===== src/rtl/frb_burst_scheduler_pkg.sv =====
// rtl/frb_burst_scheduler_pkg.sv - shared state encoding and parameter defaults for the FRB burst scheduler
package frb_burst_scheduler_pkg;

    typedef enum logic [1:0] {
        ST_IDLE = 2'd0,
        ST_PLAY = 2'd1,
        ST_GAP  = 2'd2,
        ST_DONE = 2'd3
    } state_t;

    localparam int CNT_W_DEF = 16;
    localparam int DEC_W_DEF = 32;
    localparam int GAP_W_DEF = 32;

endpackage


===== src/rtl/frb_gap_timer.sv =====
// rtl/frb_gap_timer.sv - loadable inter-burst gap down-counter with zero flag
module frb_gap_timer #(
    parameter int W = 32
) (
    input  logic         clk,
    input  logic         rst,
    input  logic         load,
    input  logic [W-1:0] load_value,
    input  logic         tick,
    output logic         zero
);

    logic [W-1:0] count;

    always_ff @(posedge clk or posedge rst) begin
        if (rst) begin
            count <= '0;
        end else if (load) begin
            count <= load_value;
        end else if (tick && count != '0) begin
            count <= count - W'(1);
        end
    end

    assign zero = (count == '0);

endmodule


===== src/rtl/frb_burst_scheduler.sv =====
// rtl/frb_burst_scheduler.sv - sequences address-counter bursts with programmable gap and count
module frb_burst_scheduler
    import frb_burst_scheduler_pkg::*;
#(
    parameter int CNT_W = CNT_W_DEF,
    parameter int DEC_W = DEC_W_DEF,
    parameter int GAP_W = GAP_W_DEF
) (
    input  logic             clk,
    input  logic             rst,
    input  logic             start,
    input  logic             stop,
    input  logic [DEC_W-1:0] cfg_decimate,
    input  logic [GAP_W-1:0] cfg_gap,
    input  logic [CNT_W-1:0] cfg_count,
    input  logic             ctr_finish,
    output logic             ctr_en,
    output logic [DEC_W-1:0] ctr_decimate,
    output logic             busy,
    output logic [CNT_W-1:0] burst_idx,
    output logic             done,
    output logic             cfg_err
);

    state_t           state;
    logic [GAP_W-1:0] gap_r;
    logic [CNT_W-1:0] count_r;
    logic [CNT_W-1:0] idx_next;
    logic             last_burst;
    logic             gap_load;
    logic             gap_tick;
    logic             gap_zero;

    // count_r == 0 means free-running, so idx_next may wrap without ending the sequence
    assign idx_next   = burst_idx + CNT_W'(1);
    assign last_burst = (count_r != '0) && (idx_next == count_r);
    assign gap_load   = (state == ST_PLAY) && ctr_finish && !stop && !last_burst;
    assign gap_tick   = (state == ST_GAP) && !stop;

    frb_gap_timer #(.W(GAP_W)) u_gap_timer (
        .clk        (clk),
        .rst        (rst),
        .load       (gap_load),
        .load_value (gap_r),
        .tick       (gap_tick),
        .zero       (gap_zero)
    );

    always_ff @(posedge clk or posedge rst) begin
        if (rst) begin
            state        <= ST_IDLE;
            ctr_en       <= 1'b0;
            busy         <= 1'b0;
            done         <= 1'b0;
            cfg_err      <= 1'b0;
            burst_idx    <= '0;
            ctr_decimate <= '0;
            gap_r        <= '0;
            count_r      <= '0;
        end else begin
            done    <= 1'b0;
            cfg_err <= 1'b0;
            case (state)
                ST_IDLE: begin
                    if (start && !stop) begin
                        if (cfg_decimate != '0) begin
                            ctr_decimate <= cfg_decimate;
                            gap_r        <= cfg_gap;
                            count_r      <= cfg_count;
                            burst_idx    <= '0;
                            state        <= ST_PLAY;
                            ctr_en       <= 1'b1;
                            busy         <= 1'b1;
                        end else begin
                            cfg_err <= 1'b1;
                        end
                    end
                end
                ST_PLAY: begin
                    if (stop) begin
                        state  <= ST_IDLE;
                        ctr_en <= 1'b0;
                        busy   <= 1'b0;
                    end else if (ctr_finish) begin
                        burst_idx <= idx_next;
                        ctr_en    <= 1'b0;
                        if (last_burst) begin
                            state <= ST_DONE;
                            done  <= 1'b1;
                        end else begin
                            state <= ST_GAP;
                        end
                    end
                end
                ST_GAP: begin
                    if (stop) begin
                        state  <= ST_IDLE;
                        ctr_en <= 1'b0;
                        busy   <= 1'b0;
                    end else if (gap_zero) begin
                        state  <= ST_PLAY;
                        ctr_en <= 1'b1;
                    end
                end
                ST_DONE: begin
                    state  <= ST_IDLE;
                    ctr_en <= 1'b0;
                    busy   <= 1'b0;
                end
                default: begin
                    state  <= ST_IDLE;
                    ctr_en <= 1'b0;
                    busy   <= 1'b0;
                end
            endcase
        end
    end

endmodule


===== config.mk =====
export PLATFORM = sky130hd
export DESIGN_NAME = frb_burst_scheduler
export DESIGN_NICKNAME = d
export VERILOG_FILES = /design/src/rtl/frb_burst_scheduler_pkg.sv /design/src/rtl/frb_gap_timer.sv /design/src/rtl/frb_burst_scheduler.sv
export SDC_FILE = /design/constraint.sdc
export NUM_CORES = 1
export LEC_CHECK = 0
export BUFFER_PORTS_ARGS = -buffer_cell sky130_fd_sc_hd__buf_2
export CAP_MARGIN = 20
export CORE_ASPECT_RATIO = 1.25
export CORE_UTILIZATION = 60
export DETAILED_ROUTE_END_ITERATION = 6
export GPL_TIMING_DRIVEN = 0
export PLACE_DENSITY = 0.91
export SLEW_MARGIN = 40
export SYNTH_ARGS = -nofsm -noshare
export SYNTH_HDL_FRONTEND = slang
export SYNTH_HIERARCHICAL = 1
export SYNTH_SLANG_ARGS = --single-unit
export TNS_END_PERCENT = 30

===== constraint.sdc =====
create_clock -name clk -period 5.6 [get_ports clk]
set_clock_uncertainty 0.15 [all_clocks]
set_input_delay 0.84 -clock clk [delete_from_list [all_inputs] [get_ports clk]]
set_output_delay 0.84 -clock clk [all_outputs]
set_load 0.01 [all_outputs]

; After elaboration in Yosys (flattened, before gate mapping)
; Index checks and enable logic that the tools add are counted.
; Widths: inputs -> output; s select.
[op_classes]
n_addsub = 2
eq_ne = 11
mux = 31
reduce_logical = 21
[ops]
columns = op, count
row1 = $mux 16, 4
row2 = $mux 32, 2
row3 = $reduce_bool 32->1, 2
row4 = $logic_not 32->1, 1
row5 = $pmux 16 s2, 1
row6 = $sub 32x1->32 const B, 1
row7 = $add 16x1->16 const B, 1
row8 = $eq 16x16->1, 1
row9 = $reduce_bool 16->1, 1
row10 = $mux 1, 15
row11 = $mux 2, 6
row12 = $ne 2x2->1 const B, 4
row13 = $pmux 2 s4, 1
row14 = $logic_and 1x1->1, 7
row15 = $ne 3x3->1 const B, 2
row16 = $reduce_and 3->1, 2
row17 = $reduce_and 5->1, 1
row18 = $eq 2x2->1 const B, 2
row19 = $pmux 1 s4, 1
row20 = $reduce_and 4->1, 1
row21 = $reduce_bool 2->1, 2
row22 = $pmux 1 s3, 1
row23 = $eq 2x1->1 const B, 1
row24 = $logic_not 1->1, 2
row25 = other kinds (3), 3
[word_totals]
reg_bits = 134
input_bits = 85
wordCells = 75

; Depth between registers and ports, before layout
; Gate-level depths: netlist of run 1.
[depth]
ltp_word = 7
ltp_mapped = 12

; By module
; The synthesis of run 1 kept the hierarchy.
[modules_own_cells]
columns = module, instances, cells_per_inst, area_per_inst_um2
row1 = frb_burst_scheduler, 1, 393, 4789.6
row2 = frb_gap_timer, 1, 230, 2014.4

; Least setup slack after synthesis of run 1
; No wires, ideal clock.
[synth_path]
path_kind = register to register
start = reg burst_idx[0]
end = reg u_gap_timer.count[30]
t_arrival_ns = 3.321
required_ns = 5.317
setup_slack_ns = 1.996
stages_incl_launch_ff = 12
path_cell_list = dfrtp_1 -> ha_1 -> nand3_2 -> or4_2 -> xnor2_1 -> or4_1 -> or4_4 -> nor2b_4 -> clkbuf_1 -> clkbuf_1 -> nand2_1 -> o21ai_0
[synth_via]
elab_chain_len = 6
[synth_rtl]
columns = element, line
row1 = start: declaration, frb_burst_scheduler.sv:20  ; output logic [CNT_W-1:0] burst_idx,
row2 = start signal: assignment, frb_burst_scheduler.sv:85  ; burst_idx <= idx_next;
row3 = $add 16x1->16 (*), frb_burst_scheduler.sv:35  ; assign idx_next = burst_idx + CNT_W'(1);
row4 = $eq 16x16->1 (*), frb_burst_scheduler.sv:36  ; assign last_burst = (count_r != '0) && (idx_next == count_r);
row5 = $logic_and 1x1->1 (*), frb_burst_scheduler.sv:36
row6 = $logic_not 1->1 (*), frb_burst_scheduler.sv:37  ; assign gap_load = (state == ST_PLAY) && ctr_finish && !stop && !last_burst;
row7 = $logic_and 1x1->1 (*), frb_burst_scheduler.sv:37
row8 = net gap_load, frb_burst_scheduler.sv:30  ; logic gap_load;
row9 = $mux 32 or $reduce_bool 2->1 (tied branches), --
row10 = end signal: assignment, frb_gap_timer.sv:19  ; count <= load_value;
row11 = end signal: assignment, frb_gap_timer.sv:21  ; count <= count - W'(1);
row12 = end: declaration, frb_gap_timer.sv:13  ; logic [W-1:0] count;
; Mark *: on every way through the listed nets, which the timed path passes. The rest lies on a longest branch.
; A chain may end at the register's enable or synchronous reset.

; Final worst setup path of run 1
[layout_path]
start = reg burst_idx[0]
end = reg u_gap_timer.count[19]
; Same word-level chain as after synthesis.

==> impl_metrics.yaml, run 1 <==
sta:
  slew_violations: 0
  fin_ws_ns: 1.35
  max-slew-margin-rel_pct: 49.7
  max_slew.worst_pin.slew_ns: 0.752
  fin_crit_sh_pct: 75.9
  period_minus_slack_ns: 4.25
  finalHoldViolCount: 0
  setup_viol: 0
  final.setup.tns_ns: 0
  rsz0062_at_grt: "false"
  timing.fmax_mhz: 235
logic_synthesis:
  netlist.area_leader.share_pct: 49.3
  syn_area_sq_mm: 0.00680
  synth_edf_count: 0
  synth_nets: 714
  yosysMostFrequentCell: "dfrtp_1"
  netlist_instances: 623
  ys_seq_area_share_pct: 49.3
  async_reset_ff_share_pct: 100
  yosys.area.top_type: "dfrtp_1"
  synthFlopType: "dfrtp_1"
  ys_ff_latch: 134
  ys.warnings.count: 6
  synthTopCellsByArea: "dfrtp_1 49%, mux2_2 14%, nand2_1 2.8%"
  synthTopCellsByCount: "134 x dfrtp_1, 84 x mux2_2, 51 x nand2_1, 33 x o21ai_0, 28 x nor2_1"
  synth_cell_types: 65
  syn_area_per_cell_sq_um: 10.9
global_routing:
  grt_overflow: 0
  grt_max_degree: 53
  antenna_found_initial: 0
  grt_use_total_pct: 31.9
  grt_pass1_vias: 6193
  grt_pass1_wl_mm: 29.7
clock_network:
  cts_setup_buffers: 0
  cts_made_buffers: 17
  cts_buffer_depth: 2
  clkTransAtPathRegs_ns: 0.06
  postCtsHoldBufs: 0
  htreeDepth: 4
  ctsResizeCount: 0
  clock-sinks: 134
  clock-root-buffer: "clkbuf_16"
  clk_latency_ns: 0.42
  cts_tree: "yes"
worst_setup_path:
  critPathKind: "flip-flop to flip-flop"
  critPathMaxFanout: 10
  path_delay_family: "simple AND/OR/NAND/NOR gates"
  cp_num_buf_inv: 2
  critPathRequiredTime_ns: 5.71
  worstPathCellList: "ha_1 -> nand3_2 -> or4_2 -> xnor2_1 -> or4_1 -> or4_4 -> nor2b_4 -> clkbuf_1 -> clkbuf_1 -> nand2_1 -> o21ai_0"
  critPathCaptureType: "flip-flop"
  critPathMaxStageDelay_ns: 0.76
  cpMostUsedCell: "clkbuf_1"
  worstSetupStartpointType: "flip-flop"
  crit_arrival_ns: 4.36
  cp_slowest_cell: "or4_2"
power_and_ir_drop:
  p_sw_share_pct: 35.7
  p_leak_nw: 3.57
  switchingPower_mw: 1.57
  p_int_mw: 2.82
  p_per_area_mw_per_mm2: 529
  power_frac_seq_pct: 39.7
  pwr-share-comb_pct: 34.4
  clkPwrFrac_pct: 25.9
  ir_drop_mv: 0.300
final_layout:
  instances_no_fill: 928
  drive_above_1_share_pct: 35.6
  final_core_util_pct: 74.9
  final_nets: 871
  areaGrowthSynthToFinish_pct: 22.1
  insertedDiodeCount: 0
flow_run:
  timing.max_cap.violations: 0
floorplanning:
  die_w_um: 97.2
  initial_utilization_pct: 61.4
  rows: 43
  io_pins: 137
  core_sq_mm: 0.0111
  die-area_sq_mm: 0.0118
  dieHeight_um: 121
detailed_routing:
  finalWirelength_mm: 18.0
  antenna_left: 0
  drc: 0
  drt_iter0_drc: 336
  wl_per_cell_um: 19.4
  vias_per_cell: 6.39
  via_count: 5927
  firstDrtPassIters: 5
placement:
  io_buffers: 136
  detailed_place_hpwl_mm: 12.7
  gp_congestion: 0.920
  place_inst: 895
  dp_slack_ns: 1.48
hold_path:
  worstHoldPathType: "input pin to asynchronous set/reset pin"
outcome:
  outcome: "finished, final reports clean"
-- worst paths after layout --
| path | from | end | slack, ns | cells after the start |
|---|---|---|---|---|
| setup / recovery | burst_idx[0] | u_gap_timer/count[19] | 1.35 | 11 |
| hold / removal | rst | ctr_decimate[18] | 0.29 | 2 |
| setup reg to reg | burst_idx[0] | u_gap_timer/count[19] | 1.35 | 11 |
| hold reg to reg | gap_r[25] | u_gap_timer/count[25] | 0.34 | 2 |
| max in group asynchronous | rst | u_gap_timer/count[15] | 4.40 | 2 |
| min in group clk | gap_r[25] | u_gap_timer/count[25] | 0.34 | 2 |
-- metrics by stage --
step / hold slack [ns] / instance area, sq um / power [mW]
5_1_grt: 0.320 / 8310 / 4.64
6_report: 0.292 / 8310 / 4.39
3_3_place_gp: 0.323 / 7650 / 3.10
2_1_floorplan: 0.294 / 6800 / 2.72
3_5_place_dp: 0.329 / 7690 / 3.21
4_1_cts: 0.304 / 8300 / 4.37
-- power by group through the flow --
stage	Clock, mW	Combinational (mW)	Sequential, mW
finish	1.14	1.51	1.74
global route	1.19	1.65	1.80
CTS	1.15	1.49	1.73
detailed placement	0	1.48	1.74
global placement	0	1.40	1.71
floorplan	0	1.00	1.71
-- registers in the layout (all words and copies together) (netlist names) --
name               flops
burst_idx             16
count_r               16
gap_r                 32
busy                   1
state                  2
u_gap_timer/count     32
done                   1
ctr_en                 1
cfg_err                1
ctr_decimate          32
-- cells by family after synthesis --
family	share of synthesized area, %
AOI/OAI and AO/OA	10.9
xor gates and xnor gates	4.74
adders and majority gates	1.10
buffers and inverters	3.20
DFF	49.3
muxes	14.6
and+or+nand+nor	16.1
-- cell type report --
class	count	area [sq um]
Sequential cell	134	3350
Multi-Input combinational cell	437	3240
Fill cell	754	2780
Timing Repair Buffer	138	713
Clock buffer	18	429
Clock inverter	14	178
Tap cell	135	169
Buffer	34	150
Inverter	18	75.1
-- metal layers --
| metal | share of wire, % | GRT usage [%] | wire, um |
|---|---|---|---|
| met5 | 0 | 0 | 0 |
| met3 | 6.3 | 7.26 | 1130 |
| met2 | 53 | 56.7 | 9450 |
| met1 | 37 | 35.9 | 6670 |
| met4 | 4.0 | 16.0 | 714 |
-- cells in the final DEF (no fill, tap or decap), types with 3 or more instances in the layout --
cell / n
and3_1: 3
mux2i_1: 5
nand2b_1: 4
xor2_1: 16
a32o_1: 8
nor2_1: 28
clkinvlp_4: 4
or4b_2: 3
clkbuf_16: 17
o21ai_0: 33
bufinv_16: 3
or4_4: 3
or3_1: 7
a21oi_1: 13
nand3b_1: 5
nor3_1: 12
or4_1: 7
buf_2: 139
a31oi_1: 10
xnor2_1: 19
nor4_1: 26
nand2_1: 51
inv_1: 15
dfrtp_1: 134
clkbuf_1: 28
o22ai_1: 6
ha_1: 6
nand4_1: 18
o31ai_1: 7
nor2b_1: 4
mux2_2: 84
a2111oi_0: 3
nand3_1: 11
clkinv_4: 4
No activity file was read; power rests on OpenSTA's default activity.
==> inputs of run 2 (changes only) <==
--- a/config.mk
+++ b/config.mk
@@ -5,13 +5,14 @@
 export SDC_FILE = /design/constraint.sdc
 export NUM_CORES = 1
 export LEC_CHECK = 0
+export ABC_AREA = 1
 export BUFFER_PORTS_ARGS = -buffer_cell sky130_fd_sc_hd__buf_2
 export CAP_MARGIN = 20
 export CORE_ASPECT_RATIO = 1.25
-export CORE_UTILIZATION = 60
+export CORE_UTILIZATION = 56
 export DETAILED_ROUTE_END_ITERATION = 6
 export GPL_TIMING_DRIVEN = 0
-export PLACE_DENSITY = 0.91
+export PLACE_DENSITY = 0.85
 export SLEW_MARGIN = 40
 export SYNTH_ARGS = -nofsm -noshare
 export SYNTH_HDL_FRONTEND = slang
==> constraint.sdc (replaced) <==
create_clock -name clk -period 4.4 [get_ports clk]
set_clock_uncertainty 0.15 [all_clocks]
set_input_delay 0.66 -clock clk [delete_from_list [all_inputs] [get_ports clk]]
set_output_delay 0.66 -clock clk [all_outputs]
set_load 0.01 [all_outputs]
==> run 2 against run 1 <==
- non-clock buffer count shrank 6
- sequential power increased by 21%
- die area increased by 18%
- clock-buffer cell count up 2
- highest routed layer is now met5
- critical path depth increased by 4
- maximum frequency up 21%
- sequential share of layout area decreased by 3.5 points
- utilization shrank 5.9 points
- cell count up 52%
==> impl_metrics.yaml, run 2 <==
detailed_routing:
  via_count: 7580
  wl_per_cell_um: 15.0
  vias_per_cell: 5.37
  drc: 0
  firstDrtPassIters: 5
  drt_iter0_drc: 493
  finalWirelength_mm: 21.2
  antenna_left: 0
worst_setup_path:
  r2r_slack_ns: 0.88
  crit_arrival_ns: 3.69
  critPathRequiredTime_ns: 4.57
  worstPathCellList: "ha_1 -> nand3_1 -> nor2_1 -> nand4_1 -> nand3_1 -> nand2_1 -> nor2_1 -> nand3_1 -> nor2_2 -> nor2_1 -> inv_1 -> clkbuf_1 -> nand2_1 -> nor2_1 -> nor2_1"
  cp_slowest_cell: "dfrtp_1"
  critPathMaxFanout: 10
  critPathKind: "flip-flop to flip-flop"
  cpMostUsedCell: "nor2_1"
  critPathMaxStageDelay_ns: 0.49
  critPathCaptureType: "flip-flop"
  worstSetupStartpointType: "flip-flop"
  r2r-start: "burst_idx[0]"
  crit_start: "burst_idx[0]"
logic_synthesis:
  syn_area_per_cell_sq_um: 7.03
  netlist_instances: 1071
  synthTopCellsByCount: "345 x nand2_1, 154 x inv_1, 134 x dfrtp_1, 122 x nor2_1, 90 x o21ai_0"
  syn_area_sq_mm: 0.00753
  synth_cell_types: 32
  netlist.area_leader.share_pct: 44.5
  synth_edf_count: 0
  yosys.area.top_type: "dfrtp_1"
  synthFlopType: "dfrtp_1"
  ys_ff_latch: 134
  ys_seq_area_share_pct: 44.5
  yosysMostFrequentCell: "nand2_1"
  ys.warnings.count: 6
  synth_nets: 1162
  async_reset_ff_share_pct: 100
  synthTopCellsByArea: "dfrtp_1 45%, nand2_1 17%, inv_1 7.7%"
clock_network:
  clkTransAtPathRegs_ns: 0.06
  clock-root-buffer: "clkbuf_16"
  cts_buffer_depth: 2
  cts_tree: "yes"
  htreeDepth: 4
  clock-sinks: 134
  ctsResizeCount: 0
  cts_made_buffers: 17
  postCtsHoldBufs: 0
  clk_latency_ns: 0.43
  cts_setup_buffers: 0
sta:
  slew_violations: 0
  finalHoldViolCount: 0
  setup_viol: 0
  max-slew-margin-rel_pct: 51.4
  rsz0062_at_grt: "false"
  fin_crit_sh_pct: 80.0
  timing.fmax_mhz: 284
  max_slew.worst_pin.slew_ns: 0.729
  period_minus_slack_ns: 3.52
final_layout:
  mostFrequentLayoutCells: "345 x nand2_1, 152 x inv_1, 138 x buf_2, 134 x dfrtp_1, 122 x nor2_1"
  insertedDiodeCount: 0
  multi_input_area_sq_mm: 0.00340
  reg_top3: "ctr_decimate x32, gap_r x32, u_gap_timer/count x32"
  register_area_sq_mm: 0.00335
  areaGrowthSynthToFinish_pct: 20.7
  drive_above_1_share_pct: 17.6
  final_nets: 1318
  final_common_cell: "nand2_1"
  fillers: 1099
  final_core_util_pct: 69.0
global_routing:
  grt_pass1_vias: 7414
  grt_max_degree: 54
  grt_overflow: 0
  grt_pass1_wl_mm: 34.6
  grt_use_total_pct: 31.8
  antenna_found_initial: 1
floorplanning:
  die_w_um: 106
  rows: 47
  initial_utilization_pct: 57.2
  core_sq_mm: 0.0132
  die-area_sq_mm: 0.0139
  io_pins: 137
  dieHeight_um: 132
outcome:
  outcome: "finished, final reports clean"
power_and_ir_drop:
  p_leak_nw: 4.88
  p_total_mw: 5.83
  ir_drop_mv: 0.371
  clkPwrFrac_pct: 26.3
  pwr-share-comb_pct: 37.6
  p_per_area_mw_per_mm2: 641
  p_int_mw: 3.47
  switchingPower_mw: 2.35
  power_frac_seq_pct: 36.1
  p_sw_share_pct: 40.4
hold_path:
  worstHoldPathType: "input pin to asynchronous set/reset pin"
flow_run:
  timing.max_cap.violations: 0
placement:
  detailed_place_hpwl_mm: 15.3
  io_buffers: 136
  gp_congestion: 0.916
## run 2: cell count changes after synthesis, moves of 15 or more
cell	before	now
nand2_1	51	345
inv_1	17	154
nor2_1	28	122
mux2_2	84	0
nand3_1	11	80
o21ai_0	33	90
nor4_1	26	4
xnor2_1	19	4
## run 2: layer usage
metal	global-route usage, %	part of all wire [%]	up-vias
met5	0	0.052	-
met3	7.89	6.9	88
met1	35.2	37	3496
li1	-	-	3673
met4	19.5	4.9	2
met2	54.5	51	321
## run 2: cell families (layout without fill, tap and decap cells)
logic type / Yosys count / in the layout / synth area share (%)
buf+inv: 185 / 354 / 10.3
compound gates: 132 / 132 / 9.12
xor+xnor: 9 / 9 / 1.05
simple gates: 605 / 605 / 34.0
flops: 134 / 134 / 44.5
fa+ha+maj: 6 / 6 / 0.997
## run 2: path summary, 6_finish.rpt
kind / cells after the start / endpoint
hold / removal: 2 / ctr_decimate[15]
max in group asynchronous: 2 / u_gap_timer/count[0]
setup reg to reg: 15 / u_gap_timer/count[28]
hold reg to reg: 2 / ctr_decimate[27]
min in group clk: 3 / gap_r[31]
setup / recovery: 15 / u_gap_timer/count[28]
## run 2: stage by stage
stage          setup slack [ns]  hold slack (ns)  instance area (sq um)  cells  TNS (ns)
6_report                  0.881           0.0868                   9090   1411         0
5_1_grt                   0.675            0.115                   9090   1411         0
4_1_cts                   0.978            0.102                   9090   1411         0
3_5_place_dp               1.04            0.318                   8460   1379         0
3_3_place_gp             -0.285            0.312                   8430   1378    -28.21
2_1_floorplan             0.915            0.296                   7530   1071         0
## run 2: final cells by class
type,count,share of cell area [%]
Sequential cell,134,36.9
Inverter,156,6.55
Clock inverter,12,1.94
Tap cell,171,2.35
Clock buffer,20,5.02
Timing Repair Buffer,137,7.79
Multi-Input combinational cell,752,37.4
Buffer,29,2.05
## run 2: power groups by stage
stage	logic (mW)	registers [mW]	clock network, mW
final	2.19	2.11	1.53
after global routing	2.45	2.16	1.59
after CTS	2.16	2.10	1.53
after detailed placement	2.14	2.10	0
after global placement	2.05	2.09	0
after floorplan	1.45	2.10	0
## run 2: worst max-delay path: cells and delay by family, from the launching register on
kind	cells	cell delay, ns
fa+ha+maj	1	0.24
simple gates	12	1.76
buf+inv	2	0.74
flops	1	0.49
==> inputs of run 3 (changes only) <==
==> constraint.sdc (replaced) <==
create_clock -name clk -period 3.6 [get_ports clk]
set_clock_uncertainty 0.15 [all_clocks]
set_input_delay 0.54 -clock clk [delete_from_list [all_inputs] [get_ports clk]]
set_output_delay 0.54 -clock clk [all_outputs]
set_load 0.01 [all_outputs]
==> run 3 against run 2 <==
- hold slack better by 0.11 ns
- first-iteration DRC count is 3.4% lower
- clock-buffer cell count stayed put
- maximum frequency is 8.5% higher
- critical path type unchanged
- register-to-register slack worse by 0.53 ns
- clock power is 23% higher
- highest routed layer unchanged
- total power is 22% higher
- sequential power is 22% higher
- largest power group unchanged
==> impl_metrics.yaml, run 3 (synthesized netlist as in run 2, its figures left out) <==
power_and_ir_drop:
  p_leak_nw: 4.89
  ir_drop_mv: 0.453
  p_per_area_mw_per_mm2: 782
clock_network:
  cts_buffer_depth: 2
  clk_latency_ns: 0.44
  htreeDepth: 4
  cts_made_buffers: 17
  cts_tree: "yes"
  clkTransAtPathRegs_ns: 0.06
  clock-sinks: 134
  clock-root-buffer: "clkbuf_16"
hold_path:
  min-delay-start: "cfg_gap[31]"
  holdPathStages: 3
  whs_endpoint: "gap_r[31]"
  worstHoldPathType: "input pin to flip-flop"
floorplanning:
  rows: 47
  core_sq_mm: 0.0132
  initial_utilization_pct: 57.2
  dieHeight_um: 132
  die-area_sq_mm: 0.0139
  die_w_um: 106
  io_pins: 137
final_layout:
  final_common_cell: "nand2_1"
  drive_above_1_share_pct: 17.7
  mostFrequentLayoutCells: "345 x nand2_1, 152 x inv_1, 138 x buf_2, 134 x dfrtp_1, 122 x nor2_1"
  insertedDiodeCount: 0
  reg_top3: "ctr_decimate x32, gap_r x32, u_gap_timer/count x32"
  areaGrowthSynthToFinish_pct: 20.9
  final_core_util_pct: 69.1
  postLayoutCellArea_sq_mm: 0.00911
  fillers: 1093
  final_nets: 1319
detailed_routing:
  drc: 0
  vias_per_cell: 5.35
  firstDrtPassIters: 5
  wl_per_cell_um: 15.0
  antenna_left: 0
  finalWirelength_mm: 21.2
  via_count: 7550
  drt_iter0_drc: 476
worst_setup_path:
  r2r-start: "burst_idx[0]"
  worstReg2RegEnd: "u_gap_timer/count[28]"
  crit_arrival_ns: 3.42
  worstSetupStartpointType: "flip-flop"
  critPathKind: "flip-flop to flip-flop"
  critPathMaxFanout: 10
  critPathRequiredTime_ns: 3.77
  r2r_cells: 15
  r2r_slack_ns: 0.36
  critPathCaptureType: "flip-flop"
sta:
  fin_ws_ns: 0.355
  finalHoldViolCount: 0
  slew_violations: 0
  max-slew-margin-rel_pct: 52.0
  fin_crit_sh_pct: 90.1
  max_slew.worst_pin.slew_ns: 0.718
  period_minus_slack_ns: 3.24
  timing.fmax_mhz: 308
  setup_viol: 0
  whs_ns: 0.196
  rsz0062_at_grt: "false"
placement:
  io_buffers: 136
  gp_congestion: 0.916
  detailed_place_hpwl_mm: 15.3
  placed_area_sq_mm: 0.00846
  dp_slack_ns: 0.239
global_routing:
  grt_pass1_wl_mm: 34.6
  grt_use_total_pct: 31.8
  grt_pass1_vias: 7416
  grt_max_degree: 54
  grt_overflow: 0
  antenna_found_initial: 1
flow_run:
  timing.max_cap.violations: 0
outcome:
  outcome: "finished, final reports clean"
## run 3: changes by cell type in the layout (fill, tap and decap cells not counted), sizes merged
cell / previous run / this run
dlygate4sd3: 0 / 1
## run 3: routing by layer
layer | part of all wire, % | vias to the layer above | GRT usage, %
li1 | - | 3679 | -
met1 | 38 | 3510 | 35.2
met2 | 51 | 276 | 54.5
met3 | 6.6 | 83 | 7.89
met4 | 5.1 | 2 | 19.5
met5 | 0.052 | - | 0
## run 3: what timing repair did
action / CTS / global route
setup buffers: 0 / 0
hold buffers: 1 / 0
endpoints found under the hold margin: 49 / 0
gates resized for setup: 0 / 4
setup endpoints to repair: 0 / 6
## run 3: critical path: stages (launching register included)
cell and delay [ns]:
dfrtp_1 0.48, ha_1 0.24, nand2_1 0.11, nor2_4 0.20
nand4_1 0.14, nand3_1 0.12, nand2_1 0.09, nor2_1 0.18
nand3_1 0.17, nor2_2 0.17, nor2_1 0.09, inv_1 0.25
clkbuf_2 0.33, nand2_1 0.18, nor2_1 0.16, nor2_1 0.05
## run 3: layout make-up
cell class	count	area (sq um)	share of cell area, %
buffer	29	189	2.07
clock buffer	20	457	5.01
clock inverter	12	176	1.94
inverter	156	596	6.54
multi-input combinational	752	3400	37.4
sequential	134	3350	36.8
tap	171	214	2.35
timing repair buffer	138	718	7.89
## run 3: power breakdown
part	switching, mW	leakage [nW]	internal (mW)
logic	1.73	2.92	0.943
registers	0.462	1.67	2.11
clock network	0.684	0.294	1.19
## run 3: worst max-delay path by stage
stage / slack, ns / cells after the start / end / startpoint
after floorplan: 0.23 / 1 / burst_idx[0] / rst
after global placement: -0.96 / 2 / gap_r[11] / rst
after detailed placement: 0.24 / 16 / u_gap_timer/count[30] / burst_idx[0]
after CTS: 0.18 / 15 / u_gap_timer/count[28] / burst_idx[0]
after global routing: 0.13 / 15 / u_gap_timer/count[25] / burst_idx[0]
final: 0.36 / 15 / u_gap_timer/count[28] / burst_idx[0]
## run 3: through the flow
step | TNS [ns] | power, mW | std cells
3_5_place_dp | 0 | 5.18 | 1379
5_1_grt | 0 | 7.58 | 1412
3_3_place_gp | -97.57 | 5.07 | 1378
4_1_cts | 0 | 7.08 | 1412
6_report | 0 | 7.12 | 1412
2_1_floorplan | 0 | 4.33 | 1071
